**src/rtl/stream_mux_pkg.sv**
```systemverilog
// rtl/stream_mux_pkg.sv - shared encodings and helpers for stream_mux_rr.
// The lock FSM states are used only when STREAM_MUX_LAST_LOCK_EN is defined.
package stream_mux_pkg;

  localparam logic MODE_FIXED = 1'b0;
  localparam logic MODE_RR    = 1'b1;

  typedef enum logic {
    IDLE   = 1'b0,
    LOCKED = 1'b1
  } lock_state_e;

  // Callers guarantee 0 <= v < n.
  function automatic int mod_inc(input int v, input int n);
    return (v + 1 >= n) ? 0 : v + 1;
  endfunction

endpackage

```
**src/rtl/stream_mux_rr_if.sv**
```systemverilog
// rtl/stream_mux_rr_if.sv - producer/consumer handshake bundle for stream_mux_rr.
// in_last/out_last exist only when STREAM_MUX_LAST_LOCK_EN is defined.
interface stream_mux_rr_if #(
  parameter int N_CH   = 4,
  parameter int DATA_W = 32
);
  import stream_mux_pkg::*;

  localparam int SEL_W = $clog2(N_CH);

  logic [N_CH*DATA_W-1:0] in_data;
  logic [N_CH-1:0]        in_valid;
  logic [N_CH-1:0]        in_ready;
  logic                   mode;
  logic [SEL_W-1:0]       sel;
  logic [DATA_W-1:0]      out_data;
  logic [SEL_W-1:0]       out_ch;
  logic                   out_valid;
  logic                   out_ready;
`ifdef STREAM_MUX_LAST_LOCK_EN
  logic [N_CH-1:0]        in_last;
  logic                   out_last;

  modport master (
    output in_data, in_valid, in_last, mode, sel, out_ready,
    input  in_ready, out_data, out_ch, out_valid, out_last
  );

  modport slave (
    input  in_data, in_valid, in_last, mode, sel, out_ready,
    output in_ready, out_data, out_ch, out_valid, out_last
  );
`else
  modport master (
    output in_data, in_valid, mode, sel, out_ready,
    input  in_ready, out_data, out_ch, out_valid
  );

  modport slave (
    input  in_data, in_valid, mode, sel, out_ready,
    output in_ready, out_data, out_ch, out_valid
  );
`endif

endinterface

```
**src/rtl/stream_mux_rr_arbiter.sv**
```systemverilog
// rtl/stream_mux_rr_arbiter.sv - combinational round-robin grant search.
// Picks the first set request starting at ptr_i and wrapping modulo N_CH.
module rr_arbiter
  import stream_mux_pkg::*;
#(
  parameter  int N_CH  = 4,
  localparam int SEL_W = $clog2(N_CH)
) (
  input  logic [N_CH-1:0]  req_i,
  input  logic [SEL_W-1:0] ptr_i,
  output logic [SEL_W-1:0] grant_o,
  output logic             grant_exists_o
);

  function automatic logic [SEL_W-1:0] wrap_idx(input int base, input int off);
    int k;
    k = base + off;
    if (k >= N_CH) k = k - N_CH;
    return SEL_W'(k);
  endfunction

  always_comb begin
    grant_o        = '0;
    grant_exists_o = 1'b0;
    for (int i = 0; i < N_CH; i++) begin
      if (!grant_exists_o && req_i[wrap_idx(int'(ptr_i), i)]) begin
        grant_o        = wrap_idx(int'(ptr_i), i);
        grant_exists_o = 1'b1;
      end
    end
  end

endmodule

```
**src/rtl/stream_mux_rr.sv**
```systemverilog
// rtl/stream_mux_rr.sv - N-channel stream mux with fixed/round-robin arbitration and a registered output.
// Optional packet locking on in_last is enabled with STREAM_MUX_LAST_LOCK_EN.
module stream_mux_rr
  import stream_mux_pkg::*;
#(
  parameter int N_CH   = 4,
  parameter int DATA_W = 32
) (
  input  logic          clk,
  input  logic          rst_n,
  stream_mux_rr_if.slave bus
);

  localparam int SEL_W = $clog2(N_CH);

  logic [SEL_W-1:0]  rr_ptr_q, rr_ptr_d;
  logic              out_valid_q, out_valid_d;
  logic [DATA_W-1:0] out_data_q, out_data_d;
  logic [SEL_W-1:0]  out_ch_q, out_ch_d;

  logic              can_load;
  logic [SEL_W-1:0]  rr_grant;
  logic              rr_exists;
  logic              fixed_exists;
  logic [SEL_W-1:0]  arb_grant;
  logic              arb_exists;
  logic [SEL_W-1:0]  grant;
  logic              grant_exists;
  logic              xfer;
  logic [DATA_W-1:0] sel_data;

  rr_arbiter #(.N_CH(N_CH)) u_arb (
    .req_i          (bus.in_valid),
    .ptr_i          (rr_ptr_q),
    .grant_o        (rr_grant),
    .grant_exists_o (rr_exists)
  );

  assign can_load = ~out_valid_q | bus.out_ready;

  // An out-of-range sel never grants, even for non-power-of-two N_CH.
  always_comb begin
    fixed_exists = 1'b0;
    if (int'(bus.sel) < N_CH) fixed_exists = bus.in_valid[bus.sel];
    if (bus.mode == MODE_RR) begin
      arb_grant  = rr_grant;
      arb_exists = rr_exists;
    end else begin
      arb_grant  = bus.sel;
      arb_exists = fixed_exists;
    end
  end

`ifdef STREAM_MUX_LAST_LOCK_EN
  lock_state_e      lock_state_q, lock_state_d;
  logic [SEL_W-1:0] lock_ch_q, lock_ch_d;
  logic             out_last_q, out_last_d;

  always_ff @(posedge clk or negedge rst_n) begin
    if (!rst_n) begin
      lock_state_q <= IDLE;
      lock_ch_q    <= '0;
    end else begin
      lock_state_q <= lock_state_d;
      lock_ch_q    <= lock_ch_d;
    end
  end

  always_comb begin
    lock_state_d = lock_state_q;
    lock_ch_d    = lock_ch_q;
    if (xfer) begin
      case (lock_state_q)
        IDLE: begin
          if (!bus.in_last[grant]) begin
            lock_state_d = LOCKED;
            lock_ch_d    = grant;
          end
        end
        LOCKED: begin
          if (bus.in_last[grant]) lock_state_d = IDLE;
        end
        default: lock_state_d = IDLE;
      endcase
    end
  end

  // While locked, the packet owner keeps the grant regardless of mode or sel.
  always_comb begin
    if (lock_state_q == LOCKED) begin
      grant        = lock_ch_q;
      grant_exists = bus.in_valid[lock_ch_q];
    end else begin
      grant        = arb_grant;
      grant_exists = arb_exists;
    end
  end
`else
  assign grant        = arb_grant;
  assign grant_exists = arb_exists;
`endif

  assign xfer = grant_exists & can_load;

  always_comb begin
    sel_data     = '0;
    bus.in_ready = '0;
    for (int i = 0; i < N_CH; i++) begin
      if (grant == SEL_W'(i)) begin
        sel_data       = bus.in_data[i*DATA_W +: DATA_W];
        bus.in_ready[i] = xfer;
      end
    end
  end

  // Moving the pointer on every round-robin transfer also lands on lock_ch+1 at packet end.
  always_comb begin
    out_valid_d = out_valid_q;
    out_data_d  = out_data_q;
    out_ch_d    = out_ch_q;
    rr_ptr_d    = rr_ptr_q;
`ifdef STREAM_MUX_LAST_LOCK_EN
    out_last_d  = out_last_q;
`endif
    if (xfer) begin
      out_valid_d = 1'b1;
      out_data_d  = sel_data;
      out_ch_d    = grant;
`ifdef STREAM_MUX_LAST_LOCK_EN
      out_last_d  = bus.in_last[grant];
`endif
      if (bus.mode == MODE_RR) rr_ptr_d = SEL_W'(mod_inc(int'(grant), N_CH));
    end else if (bus.out_ready) begin
      out_valid_d = 1'b0;
    end
  end

  always_ff @(posedge clk or negedge rst_n) begin
    if (!rst_n) begin
      out_valid_q <= 1'b0;
      out_data_q  <= '0;
      out_ch_q    <= '0;
      rr_ptr_q    <= '0;
`ifdef STREAM_MUX_LAST_LOCK_EN
      out_last_q  <= 1'b0;
`endif
    end else begin
      out_valid_q <= out_valid_d;
      out_data_q  <= out_data_d;
      out_ch_q    <= out_ch_d;
      rr_ptr_q    <= rr_ptr_d;
`ifdef STREAM_MUX_LAST_LOCK_EN
      out_last_q  <= out_last_d;
`endif
    end
  end

  assign bus.out_valid = out_valid_q;
  assign bus.out_data  = out_data_q;
  assign bus.out_ch    = out_ch_q;
`ifdef STREAM_MUX_LAST_LOCK_EN
  assign bus.out_last  = out_last_q;
`endif

endmodule
```
**src/flat_wrapper.sv**
```systemverilog
// flat-port wrapper written by rule: the top's interface ports become plain ports
module stream_mux_rr_flat import stream_mux_pkg::*;
#(
  parameter int N_CH   = 4,
  parameter int DATA_W = 32
)
  (clk, rst_n, bus_in_data, bus_in_valid, bus_mode, bus_sel, bus_out_ready, bus_in_ready, bus_out_data, bus_out_ch, bus_out_valid);
  stream_mux_rr_if #(.N_CH(N_CH), .DATA_W(DATA_W)) bus_i ();
  input  logic clk;
  input  logic rst_n;
  input wire logic [$bits(bus_i.in_data)-1:0] bus_in_data;
  input wire logic [$bits(bus_i.in_valid)-1:0] bus_in_valid;
  input wire logic [$bits(bus_i.mode)-1:0] bus_mode;
  input wire logic [$bits(bus_i.sel)-1:0] bus_sel;
  input wire logic [$bits(bus_i.out_ready)-1:0] bus_out_ready;
  output wire logic [$bits(bus_i.in_ready)-1:0] bus_in_ready;
  output wire logic [$bits(bus_i.out_data)-1:0] bus_out_data;
  output wire logic [$bits(bus_i.out_ch)-1:0] bus_out_ch;
  output wire logic [$bits(bus_i.out_valid)-1:0] bus_out_valid;
  assign bus_i.in_data = bus_in_data;
  assign bus_i.in_valid = bus_in_valid;
  assign bus_i.mode = bus_mode;
  assign bus_i.sel = bus_sel;
  assign bus_i.out_ready = bus_out_ready;
  assign bus_in_ready = bus_i.in_ready;
  assign bus_out_data = bus_i.out_data;
  assign bus_out_ch = bus_i.out_ch;
  assign bus_out_valid = bus_i.out_valid;
  stream_mux_rr #(.N_CH(N_CH), .DATA_W(DATA_W)) u_core (.clk(clk), .rst_n(rst_n), .bus(bus_i));
endmodule
```
**config.mk**
```make
export PLATFORM = sky130hd
export DESIGN_NAME = stream_mux_rr_flat
export DESIGN_NICKNAME = d
export VERILOG_FILES = /design/src/rtl/stream_mux_pkg.sv /design/src/rtl/stream_mux_rr_if.sv /design/src/rtl/stream_mux_rr_arbiter.sv /design/src/rtl/stream_mux_rr.sv /design/src/flat_wrapper.sv
export SDC_FILE = /design/constraint.sdc
export NUM_CORES = 1
export LEC_CHECK = 0
export CAP_MARGIN = 20
export CORE_ASPECT_RATIO = 0.75
export CORE_MARGIN = 2
export CORE_UTILIZATION = 39
export CTS_CLUSTER_SIZE = 8
export DETAILED_ROUTE_END_ITERATION = 10
export PLACE_DENSITY_LB_ADDON = 0.25
export SLEW_MARGIN = 25
export SYNTH_ARGS = -nofsm -noshare
export SYNTH_HDL_FRONTEND = slang
export SYNTH_SLANG_ARGS = --single-unit
```
**constraint.sdc**
```tcl
create_clock -name clk -period 7.15 [get_ports clk]
set_input_delay 1.43 -clock clk [delete_from_list [all_inputs] [get_ports clk]]
set_output_delay 1.43 -clock clk [all_outputs]
set_load 0.01 [all_outputs]
```
Yosys cells after proc, flatten, opt, wreduce, memory -nomap -nowiden:

Index checks and enable logic that the tools add are counted.
W data, S select, Z words.

* add/sub/neg operators: 8
* magnitude comparators: 10
* equality and inequality tests: 3
* mux-type cells: 35
* bitwise logic cells: 3
* reduce and logical (&&, ||, !) cells: 9

Operators with widths (number)
* $mux W32: 4
* $mux W2: 10
* $mux W1: 16
* $lt A2 B3 Y1 const B: 5
* $ge A3 B3 Y1 const B: 4
* $bmux W1 S2: 5
* $sub A2 B1 Y2 const B: 4
* $add A2 B1 Y3 const B: 2
* $add A2 B2 Y3 const B: 2
* $eq A2 B2 Y1 const B: 2
* $ge A2 B3 Y1 const B: 1
* $logic_and A1 B1 Y1: 3
* $logic_not A1 Y1: 3
* $eq A2 B1 Y1 const B: 1
* $logic_not A2 Y1: 1
* $reduce_and A2 Y1: 1
* $reduce_bool A2 Y1: 1
* $and A1 B1 Y1: 1
* $not A1 Y1: 1
* $or A1 B1 Y1: 1

* register bits: 37
* input bits: 138
* logic and storage cells: 72

Longest topological paths before layout:

Gate-level depths: netlist of the first run.

* word-level depth: 20
* depth in mapped cells: 11

Modules after synthesis:

A second synthesis of the first run with hierarchy kept.

* cells, all modules: 264
* area, all modules: 2603.7 um^2

By module, submodules not included
* stream_mux_rr: times used 1, cells an instance 249, area an instance 2526.2 um^2, seq. area each 925.9 um^2
* rr_arbiter: times used 1, cells an instance 15, area an instance 77.6 um^2, seq. area each 0.0 um^2

Least setup slack after synthesis of the first run:

OpenSTA, ideal clock, no wires.

* kind: input to output
* from: input bus_mode
* to: output bus_in_ready[2]
* data arrival time: 3.090 ns
* slack: 2.630 ns
* stages: 7
* path buffers: 2
* path through: inv_1 > nor3_1 > a222oi_1 > ha_1 > clkbuf_1 > clkbuf_1 > and2_1

* longest elaborated chain between the ends: 3
* elaborated cells between the ends (all ways): 5

RTL lines
* start: declaration: line flat_wrapper.sv:13 `input wire logic [$bits(bus_i.mode)-1:0] bus_mode;`
* $mux W2 / $mux W1 (equally long branches): line stream_mux_rr.sv:45 `if (bus.mode == MODE_RR) begin`
* $eq A2 B2 Y1 / $and A1 B1 Y1 (equally long branches): line stream_mux_rr.sv:109, stream_mux_rr.sv:103
* $mux W1 *: line stream_mux_rr.sv:109 `if (grant == SEL_W'(i)) begin`
* end: declaration: line flat_wrapper.sv:16 `output wire logic [$bits(bus_i.in_ready)-1:0] bus_in_ready;`

Mark *: on every way between the ends. The rest lies on a longest branch, timed or not.

Worst setup path after layout of the first run:

* from: input bus_in_valid[2]
* to: output bus_in_ready[3]

* longest elaborated chain between the ends: 15
* elaborated cells between the ends (all ways): 29

RTL lines
* start: declaration: line flat_wrapper.sv:12 `input wire logic [$bits(bus_i.in_valid)-1:0] bus_in_valid;`
* $bmux W1 S2: line stream_mux_rr_arbiter.sv:26 `if (!grant_exists_o && req_i[wrap_idx(int'(ptr_i), i)]) begin`
* $mux W1 (implied by the code): line stream_mux_rr_arbiter.sv:26
* $mux W1: line stream_mux_rr_arbiter.sv:26
* $logic_not A1 Y1: line stream_mux_rr_arbiter.sv:26
* $logic_and A1 B1 Y1: line stream_mux_rr_arbiter.sv:26
* $mux W1: line stream_mux_rr_arbiter.sv:26
* $logic_not A1 Y1: line stream_mux_rr_arbiter.sv:26
* $logic_and A1 B1 Y1: line stream_mux_rr_arbiter.sv:26
* $mux W1: line stream_mux_rr_arbiter.sv:26
* $logic_not A1 Y1: line stream_mux_rr_arbiter.sv:26
* $logic_and A1 B1 Y1: line stream_mux_rr_arbiter.sv:26
* $mux W2 / $mux W1 (equally long branches): line stream_mux_rr_arbiter.sv:26
* $mux W2 / $mux W1 (equally long branches): line stream_mux_rr.sv:45
* $eq A2 B2 Y1 / $and A1 B1 Y1 (equally long branches): line stream_mux_rr.sv:109, stream_mux_rr.sv:103
* $mux W1 *: line stream_mux_rr.sv:109

Mark *: on every way between the ends. The rest lies on a longest branch, timed or not. The select of a mux whose other input is x is not followed.

==> flow_summary.json, run 1 <==
{
  "grt_pass1_vias": 2718,
  "hold_buffers": 0,
  "required_ps": 5720,
  "rsz0062_at_grt": "false",
  "p_clk_share_pct": 13.7,
  "antenna_found_initial": 0,
  "skew_ps": 3.89,
  "wl_per_cell_um": 16.9,
  "start_util_pct": 40.9,
  "dp_hpwl_um": 6500,
  "path_max_fanout": 21,
  "firstDrtPassIters": 6,
  "fin_crit_sh_pct": 77.4,
  "p_int_uw": 828,
  "final_max_slew_viol_count": 0,
  "post-cts-setup-buffer-count": 0,
  "tightest_slew_ps": 802,
  "die_width_um": 98.4,
  "grt.total_usage_pct": 23.0,
  "ant_nets": 0,
  "cts_buffer_depth": 2,
  "syn_nets": 408,
  "insertion_delay_ps": 280,
  "final_common_cell": "clkdlybuf4s50_1",
  "mostFrequentLayoutCells": "175 x clkdlybuf4s50_1, 37 x nand2_1, 37 x dfrtp_1",
  "fin_nets": 571,
  "nFillCells": 507,
  "yosys.cell_types.count": 29,
  "tns_ps": 0,
  "drt-initial-drc-count": 99,
  "avgSynthCellArea_um2": 9.81,
  "rows": 25,
  "power_mw": 1.25,
  "synth-seq-cells": 37,
  "startpoint_type": "primary input",
  "cts.sinks": 37,
  "synthToLayoutAreaGrowth_pct": 72.7,
  "gp_congestion": 0.789,
  "cap_violations": 0,
  "grt_pass1_wl_um": 13500,
  "hold_class": "reg2reg",
  "fin_crit_ps": 5530,
  "hold_viol_final": 0,
  "p_per_area_mw_per_mm2": 277,
  "cts_root_buf": "clkbuf_8",
  "setup_viol": 0,
  "synthesis.area_mm2": 0.00261,
  "seq_area_frac_synth_pct": 35.5,
  "htree_levels": 2,
  "yosys_warnings": 0,
  "wirelength_um": 8600,
  "diodes": 0,
  "top_level_ports": 177,
  "drive_gt1_share_pct": 12.8,
  "power_switching_share_pct": 33.7,
  "die_y_um": 74.8,
  "cts_resized": 0,
  "run_status": "finished, final reports clean",
  "slew_headroom_pct": 46.5,
  "portBuffers": 176,
  "max_freq_ghz": 0.181,
  "routed_via_density": 5.40,
  "critPathKind": "in2out",
  "cts_tree": "yes",
  "seqPwrFrac_pct": 29.1,
  "worstSetupEndpointType": "output port",
  "switching_power_uw": 420,
  "core-area_mm2": 0.00638,
  "die_area_mm2": 0.00737,
  "ir_drop_uv": 157,
  "route.vias.total": 2752,
  "clk_pin_slew_worst_paths_ps": 70,
  "grt_max_degree": 65,
  "p_leak_nw": 1.78,
  "syn_inst": 266,
  "drcViolationCount": 0,
  "cp_data_arrival_time_ps": 4100,
  "numCtsBuffers": 5,
  "gr-total-overflow": 0,
  "power.share.combinational_pct": 57.2
}
-- synth_stat cells --
cell type	instances	area, µm²
dfrtp_1	37	926
nand2_1	37	139
nor2b_1	32	200
o31ai_1	32	240
a221oi_1	31	272
clkbuf_1	21	78.8
mux2_2	20	225
mux2_4	15	225
inv_1	9	33.8
and2_1	4	25.0
ha_1	4	50.1
a21oi_1	3	15.0
buf_6	3	33.8
nand3_1	2	10.0
nor2_1	2	7.51
a21boi_0	1	7.51
a21oi_2	1	8.76
a222oi_1	1	10.0
a22o_1	1	8.76
a22oi_1	1	7.51
a31oi_1	1	6.26
buf_2	1	5.00
mux2i_1	1	10.0
mux2i_2	1	13.8
mux4_2	1	22.5
nand2b_1	1	6.26
nor3_1	1	5.00
o21ai_0	1	5.00
or4_4	1	11.3
-- sequential cells by signal, indices dropped and copies added (netlist names) --
name,count
u_core.bus.out_data,32
u_core.bus.out_ch,2
u_core.rr_ptr_q,2
u_core.bus.out_valid,1
-- power by group through the flow --
| stage | clock network [mW] | logic [mW] | registers (mW) |
|---|---|---|---|
| after floorplan | 0 | 0.324 | 0.401 |
| after global placement | 0 | 0.707 | 0.361 |
| after detailed placement | 0 | 0.719 | 0.365 |
| after CTS | 0.175 | 0.723 | 0.364 |
| after global routing | 0.185 | 0.767 | 0.376 |
| final | 0.171 | 0.714 | 0.363 |
-- metal layers --
| metal | part of all wire, % | GRT usage [%] | vias to the layer above | routed length [µm] |
|---|---|---|---|---|
| met1 | 41 | 28.2 | 1304 | 3550 |
| met5 | 0 | 0 | - | 0 |
| li1 | - | - | 1314 | - |
| met4 | 0.51 | 4.26 | 0 | 44 |
| met2 | 50 | 41.6 | 130 | 4300 |
| met3 | 8.2 | 6.50 | 4 | 707 |
-- metrics by stage --
step	hold WS (ps)	worst slack, ps	utilization [%]	instances	instance area (µm²)
2_1_floorplan	538	2630	-	266	2610
3_3_place_gp	490	1690	69.0	503	4400
3_5_place_dp	493	1600	69.0	503	4400
4_1_cts	511	1600	70.6	510	4510
5_1_grt	519	1460	70.6	510	4510
6_report	506	1620	70.6	510	4510
-- logic make-up (layout without fill, tap and decap cells) --
logic type	count (synthesis)	in the layout	synth area share (%)
AND/OR/NAND/NOR	80	80	15.5
AO/OA/AOI/OAI	73	73	22.3
flip-flops	37	37	35.5
multiplexers	38	38	19.0
adder cells (fa/ha/maj)	4	4	1.92
buffers and inverters	34	197	5.80
-- worst paths after layout --
| path | startpoint | endpoint | slack, ps | cells past startpoint |
|---|---|---|---|---|
| hold reg to reg | u_core.bus.out_data[5]$_DFFE_PN0N_ | u_core.bus.out_data[5]$_DFFE_PN0N_ | 510 | 1 |
| hold / removal | u_core.bus.out_data[5]$_DFFE_PN0N_ | u_core.bus.out_data[5]$_DFFE_PN0N_ | 510 | 1 |
| max in group asynchronous | rst_n | u_core.bus.out_data[10]$_DFFE_PN0N_ | 5410 | 1 |
| min in group asynchronous | rst_n | u_core.bus.out_valid$_DFFE_PN0P_ | 1230 | 1 |
| setup / recovery | bus_in_valid[2] | bus_in_ready[3] | 1620 | 7 |
| setup reg to reg | u_core.rr_ptr_q[0]$_DFFE_PN0P_ | u_core.bus.out_data[6]$_DFFE_PN0N_ | 3330 | 11 |
-- final cells by class --
cell class	count	area (µm²)	area share [%]
Multi-Input combinational cell	195	1550	34.3
Sequential cell	37	926	20.5
Tap cell	81	101	2.25
Clock inverter	2	35.0	0.778
Inverter	9	33.8	0.750
Clock buffer	5	68.8	1.53
Timing Repair Buffer	181	1790	39.8
-- critical path, stage by stage --
cell and delay (ps):
clkdlybuf4s50_1 560, mux4_2 290, mux2i_2 100, a21oi_4 560, buf_4 430, and2_1 190, clkdlybuf4s50_1 540
Note: power is estimated with default switching activity, not from simulation.
==> run 2: changes to the inputs <==
CORE_UTILIZATION = 33   (was 39)
clock period = 5 ns   (was 7.15 ns; I/O delays follow)
==> flow_summary.json, run 2 (synthesis results as in run 1) <==
{
  "worstSetupEndpointType": "output port",
  "rsz0062_at_grt": "false",
  "gp_congestion": 0.836,
  "hold_viol_final": 0,
  "cp-endpoint": "bus_in_ready[3]",
  "wirelength_um": 8530,
  "fin_nets": 572,
  "tns_ps": 0,
  "startpoint_type": "primary input",
  "setup_viol": 0,
  "drive_gt1_share_pct": 13.0,
  "grt_max_degree": 65,
  "path_common_cell": "clkdlybuf4s50_1",
  "run_status": "finished, final reports clean",
  "critPathKind": "in2out",
  "worstRegToRegCells": 11,
  "insertion_delay_ps": 270,
  "worst_r2r_startpoint": "u_core.rr_ptr_q[0]$_DFFE_PN0P_",
  "grt_pass1_wl_um": 13200,
  "hold_class": "reg2reg",
  "wl_per_cell_um": 15.9,
  "cpMaxStageDelayCell": "a222oi_1",
  "fin_area_mm2": 0.00452,
  "cp_data_arrival_time_ps": 3530,
  "top_level_ports": 177,
  "dp_hpwl_um": 6240,
  "path_cells": "clkdlybuf4s50_1 -> nand2b_1 -> a21boi_0 -> a222oi_1 -> inv_1 -> ha_2 -> and2_1 -> clkdlybuf4s50_1",
  "synthToLayoutAreaGrowth_pct": 73.3,
  "tightest_slew_ps": 828,
  "numCtsBuffers": 5,
  "ant_nets": 0,
  "ir_drop_uv": 135,
  "grt.total_usage_pct": 19.3,
  "clk_pin_slew_worst_paths_ps": 70,
  "routed_via_density": 5.06,
  "gr-total-overflow": 0,
  "mostFrequentLayoutCells": "175 x clkdlybuf4s50_1, 37 x nand2_1, 37 x dfrtp_1",
  "final_common_cell": "clkdlybuf4s50_1",
  "max_stage_delay_ps": 680,
  "drcViolationCount": 0,
  "die_width_um": 107,
  "rr_endpoint": "u_core.bus.out_data[16]$_DFFE_PN0N_",
  "required_ps": 4000,
  "die_y_um": 81,
  "cp.buffers_inverters": 3,
  "grt_pass1_vias": 2672,
  "reg2reg_slack_ps": 1710,
  "power_mw": 1.73,
  "cts.sinks": 37,
  "post-cts-setup-buffer-count": 0,
  "start_util_pct": 33.5,
  "cp_top_family": "buffers and inverters",
  "hold_buffers": 0,
  "die_area_mm2": 0.00864,
  "firstDrtPassIters": 4,
  "cts_tree": "yes",
  "drt-initial-drc-count": 135,
  "route.vias.total": 2714,
  "critPathLaunch": "bus_in_valid[0]",
  "final_util_pct": 58.1,
  "final_max_slew_viol_count": 0,
  "max_freq_ghz": 0.221,
  "fin_crit_sh_pct": 90.6,
  "antenna_found_initial": 0,
  "path_max_fanout": 5,
  "cts_buffer_depth": 2,
  "skew_ps": 4.24,
  "p_per_area_mw_per_mm2": 382,
  "rows": 28,
  "portBuffers": 176,
  "core-area_mm2": 0.00778,
  "cts_resized": 0,
  "dpl-instance-area_mm2": 0.00444,
  "cts_root_buf": "clkbuf_8",
  "cap_violations": 0,
  "fin_crit_ps": 4530,
  "diodes": 0,
  "htree_levels": 2,
  "p_leak_nw": 1.78,
  "cp.depth": 8,
  "largest_reg_flops": 32,
  "slew_headroom_pct": 44.8
}
[run 2: where the power goes]
part           switching [mW]  internal, mW  leakage [nW]
Sequential             0.0770         0.436         0.451
Combinational           0.413         0.605          1.28
Clock                  0.0990        0.0966        0.0450
[run 2: worst register-to-register path, delay by kind of cell, from the launching register on]
family	cells	cell delay, ps
buf+inv	3	700
fa+ha+maj	1	250
mux	1	200
compound gates	4	1290
flops	1	420
simple gates	2	350
[run 2: worst min-delay path by stage]
stage,from,endpoint,cells after the start
floorplan,u_core.rr_ptr_q[0]$_DFFE_PN0P_,u_core.rr_ptr_q[0]$_DFFE_PN0P_,1
global placement,u_core.bus.out_data[27]$_DFFE_PN0N_,u_core.bus.out_data[27]$_DFFE_PN0N_,1
detailed placement,u_core.bus.out_data[17]$_DFFE_PN0N_,u_core.bus.out_data[17]$_DFFE_PN0N_,1
CTS,u_core.bus.out_data[15]$_DFFE_PN0N_,u_core.bus.out_data[15]$_DFFE_PN0N_,1
global route,u_core.bus.out_data[15]$_DFFE_PN0N_,u_core.bus.out_data[15]$_DFFE_PN0N_,1
finish,u_core.bus.out_data[3]$_DFFE_PN0N_,u_core.bus.out_data[3]$_DFFE_PN0N_,1
[run 2: layout make-up]
| cell class | instances | area (µm²) |
|---|---|---|
| Clock inverter | 2 | 10.0 |
| Clock buffer | 6 | 72.6 |
| Multi-Input combinational cell | 195 | 1550 |
| Tap cell | 105 | 131 |
| Sequential cell | 37 | 926 |
| Fill cell | 702 | 3260 |
| Inverter | 9 | 33.8 |
| Timing Repair Buffer | 182 | 1800 |
[run 2: through the flow]
step           setup slack, ps  hold slack, ps  std cells
4_1_cts                    478             512        536
2_1_floorplan             1340             538        266
6_report                   471             509        536
3_3_place_gp               601             489        528
5_1_grt                    306             524        536
3_5_place_dp               477             497        528
[run 2: per-layer routing]
| layer | global-route usage [%] | up-vias | share of wire (%) |
|---|---|---|---|
| met5 | 0 | - | 0 |
| met4 | 2.99 | 0 | 0.61 |
| met3 | 5.30 | 6 | 9.4 |
| met2 | 34.3 | 114 | 47 |
| met1 | 24.0 | 1274 | 43 |
| li1 | - | 1320 | - |
==> run 3: changes to the inputs <==
SLEW_MARGIN = 30   (was 25)
==> flow_summary.json, run 3 (synthesis results as in run 1) <==
{
  "skew_ps": 4.25,
  "cts.sinks": 37,
  "cap_violations": 0,
  "diodes": 0,
  "drt-initial-drc-count": 135,
  "grt_pass1_wl_um": 13200,
  "fin_ws_ps": 471,
  "worstSetupEndpointType": "output port",
  "portBuffers": 176,
  "power_mw": 1.73,
  "p_per_area_mw_per_mm2": 382,
  "grt.total_usage_pct": 19.3,
  "dpl-instance-area_mm2": 0.00444,
  "routed_via_density": 5.06,
  "mostFrequentLayoutCells": "175 x clkdlybuf4s50_1, 37 x nand2_1, 37 x dfrtp_1",
  "required_ps": 4000,
  "grt_max_degree": 65,
  "core-area_mm2": 0.00778,
  "wirelength_um": 8530,
  "hold_viol_final": 0,
  "tns_ps": 0,
  "fin_crit_sh_pct": 90.6,
  "whs_ps": 509,
  "placed_cells": 528,
  "cts_root_buf": "clkbuf_8",
  "wl_per_cell_um": 15.9,
  "startpoint_type": "primary input",
  "max_freq_ghz": 0.221,
  "die_area_mm2": 0.00864,
  "final_max_slew_viol_count": 0,
  "hold_buffers": 0,
  "post-cts-setup-buffer-count": 0,
  "numCtsBuffers": 5,
  "ff_latch_area_um2": 926,
  "fin_nets": 572,
  "htree_levels": 2,
  "cts_buffer_depth": 2,
  "final_util_pct": 58.2,
  "critPathKind": "in2out",
  "synthToLayoutAreaGrowth_pct": 73.4,
  "cp_data_arrival_time_ps": 3530,
  "path_max_fanout": 5,
  "gr-total-overflow": 0,
  "pre_cts_slack_ps": 477,
  "firstDrtPassIters": 4,
  "antenna_found_initial": 0,
  "tightest_slew_ps": 791,
  "multi_input_area_mm2": 0.00155,
  "setup_viol": 0,
  "die_y_um": 81,
  "insertion_delay_ps": 270,
  "die_width_um": 107,
  "largest_reg_flops": 32,
  "drcViolationCount": 0,
  "top_level_ports": 177,
  "drive_gt1_share_pct": 13.0,
  "ir_drop_uv": 135,
  "rows": 28,
  "clk_pin_slew_worst_paths_ps": 70,
  "p_leak_nw": 1.78,
  "cts_resized": 0,
  "final_common_cell": "clkdlybuf4s50_1",
  "rsz0062_at_grt": "false",
  "dp_hpwl_um": 6240,
  "slew_headroom_pct": 47.2,
  "nFillCells": 702,
  "route.vias.total": 2713,
  "gp_congestion": 0.836,
  "stdcell_count": 536,
  "fin_area_mm2": 0.00452,
  "ant_nets": 0,
  "hold_class": "reg2reg",
  "fin_crit_ps": 4530,
  "grt_pass1_vias": 2672,
  "start_util_pct": 33.5,
  "run_status": "finished, final reports clean",
  "cts_tree": "yes"
}
==> run 3: cell count changes in the layout (fill, tap and decap cells not counted) <==
| cell | change |
|---|---|
| buf_4 | +1 |
| buf_2 | -1 |
==> run 3: path summary, 6_finish.rpt <==
path,from,to,slack [ps],cells after the start
worst max register to register,u_core.rr_ptr_q[0]$_DFFE_PN0P_,u_core.bus.out_data[16]$_DFFE_PN0N_,1710,11
worst max-delay path,bus_in_valid[0],bus_in_ready[3],470,8
worst min register to register,u_core.bus.out_data[3]$_DFFE_PN0N_,u_core.bus.out_data[3]$_DFFE_PN0N_,510,1
max in group asynchronous,rst_n,u_core.bus.out_data[15]$_DFFE_PN0N_,3990,1
min in group asynchronous,rst_n,u_core.bus.out_valid$_DFFE_PN0P_,670,1
worst min-delay path,u_core.bus.out_data[3]$_DFFE_PN0N_,u_core.bus.out_data[3]$_DFFE_PN0N_,510,1
==> run 3: cell type report <==
class,count,share of cell area [%]
clock buffer,6,1.60
clock inverter,2,0.221
inverter,9,0.747
multi-input combinational,195,34.2
sequential,37,20.5
tap,105,2.90
timing repair buffer,182,39.9
==> run 3: routing by layer <==
layer	routed length (µm)	track usage [%]
met5	0	0
met4	52	2.99
met3	798	5.30
met2	3980	34.3
met1	3700	24.0
==> run 3: critical path: stages <==
cell and delay (ps):
clkdlybuf4s50_1 570, nand2b_1 110, a21boi_0 130, a222oi_1 680
inv_1 160, ha_2 230, and2_1 150, clkdlybuf4s50_1 490
==> run 3: report_power, final <==
| part | leakage, nW | internal, mW | switching, mW |
|---|---|---|---|
| Combinational | 1.28 | 0.606 | 0.413 |
| Sequential | 0.451 | 0.436 | 0.0770 |
| Clock | 0.0450 | 0.0966 | 0.0990 |
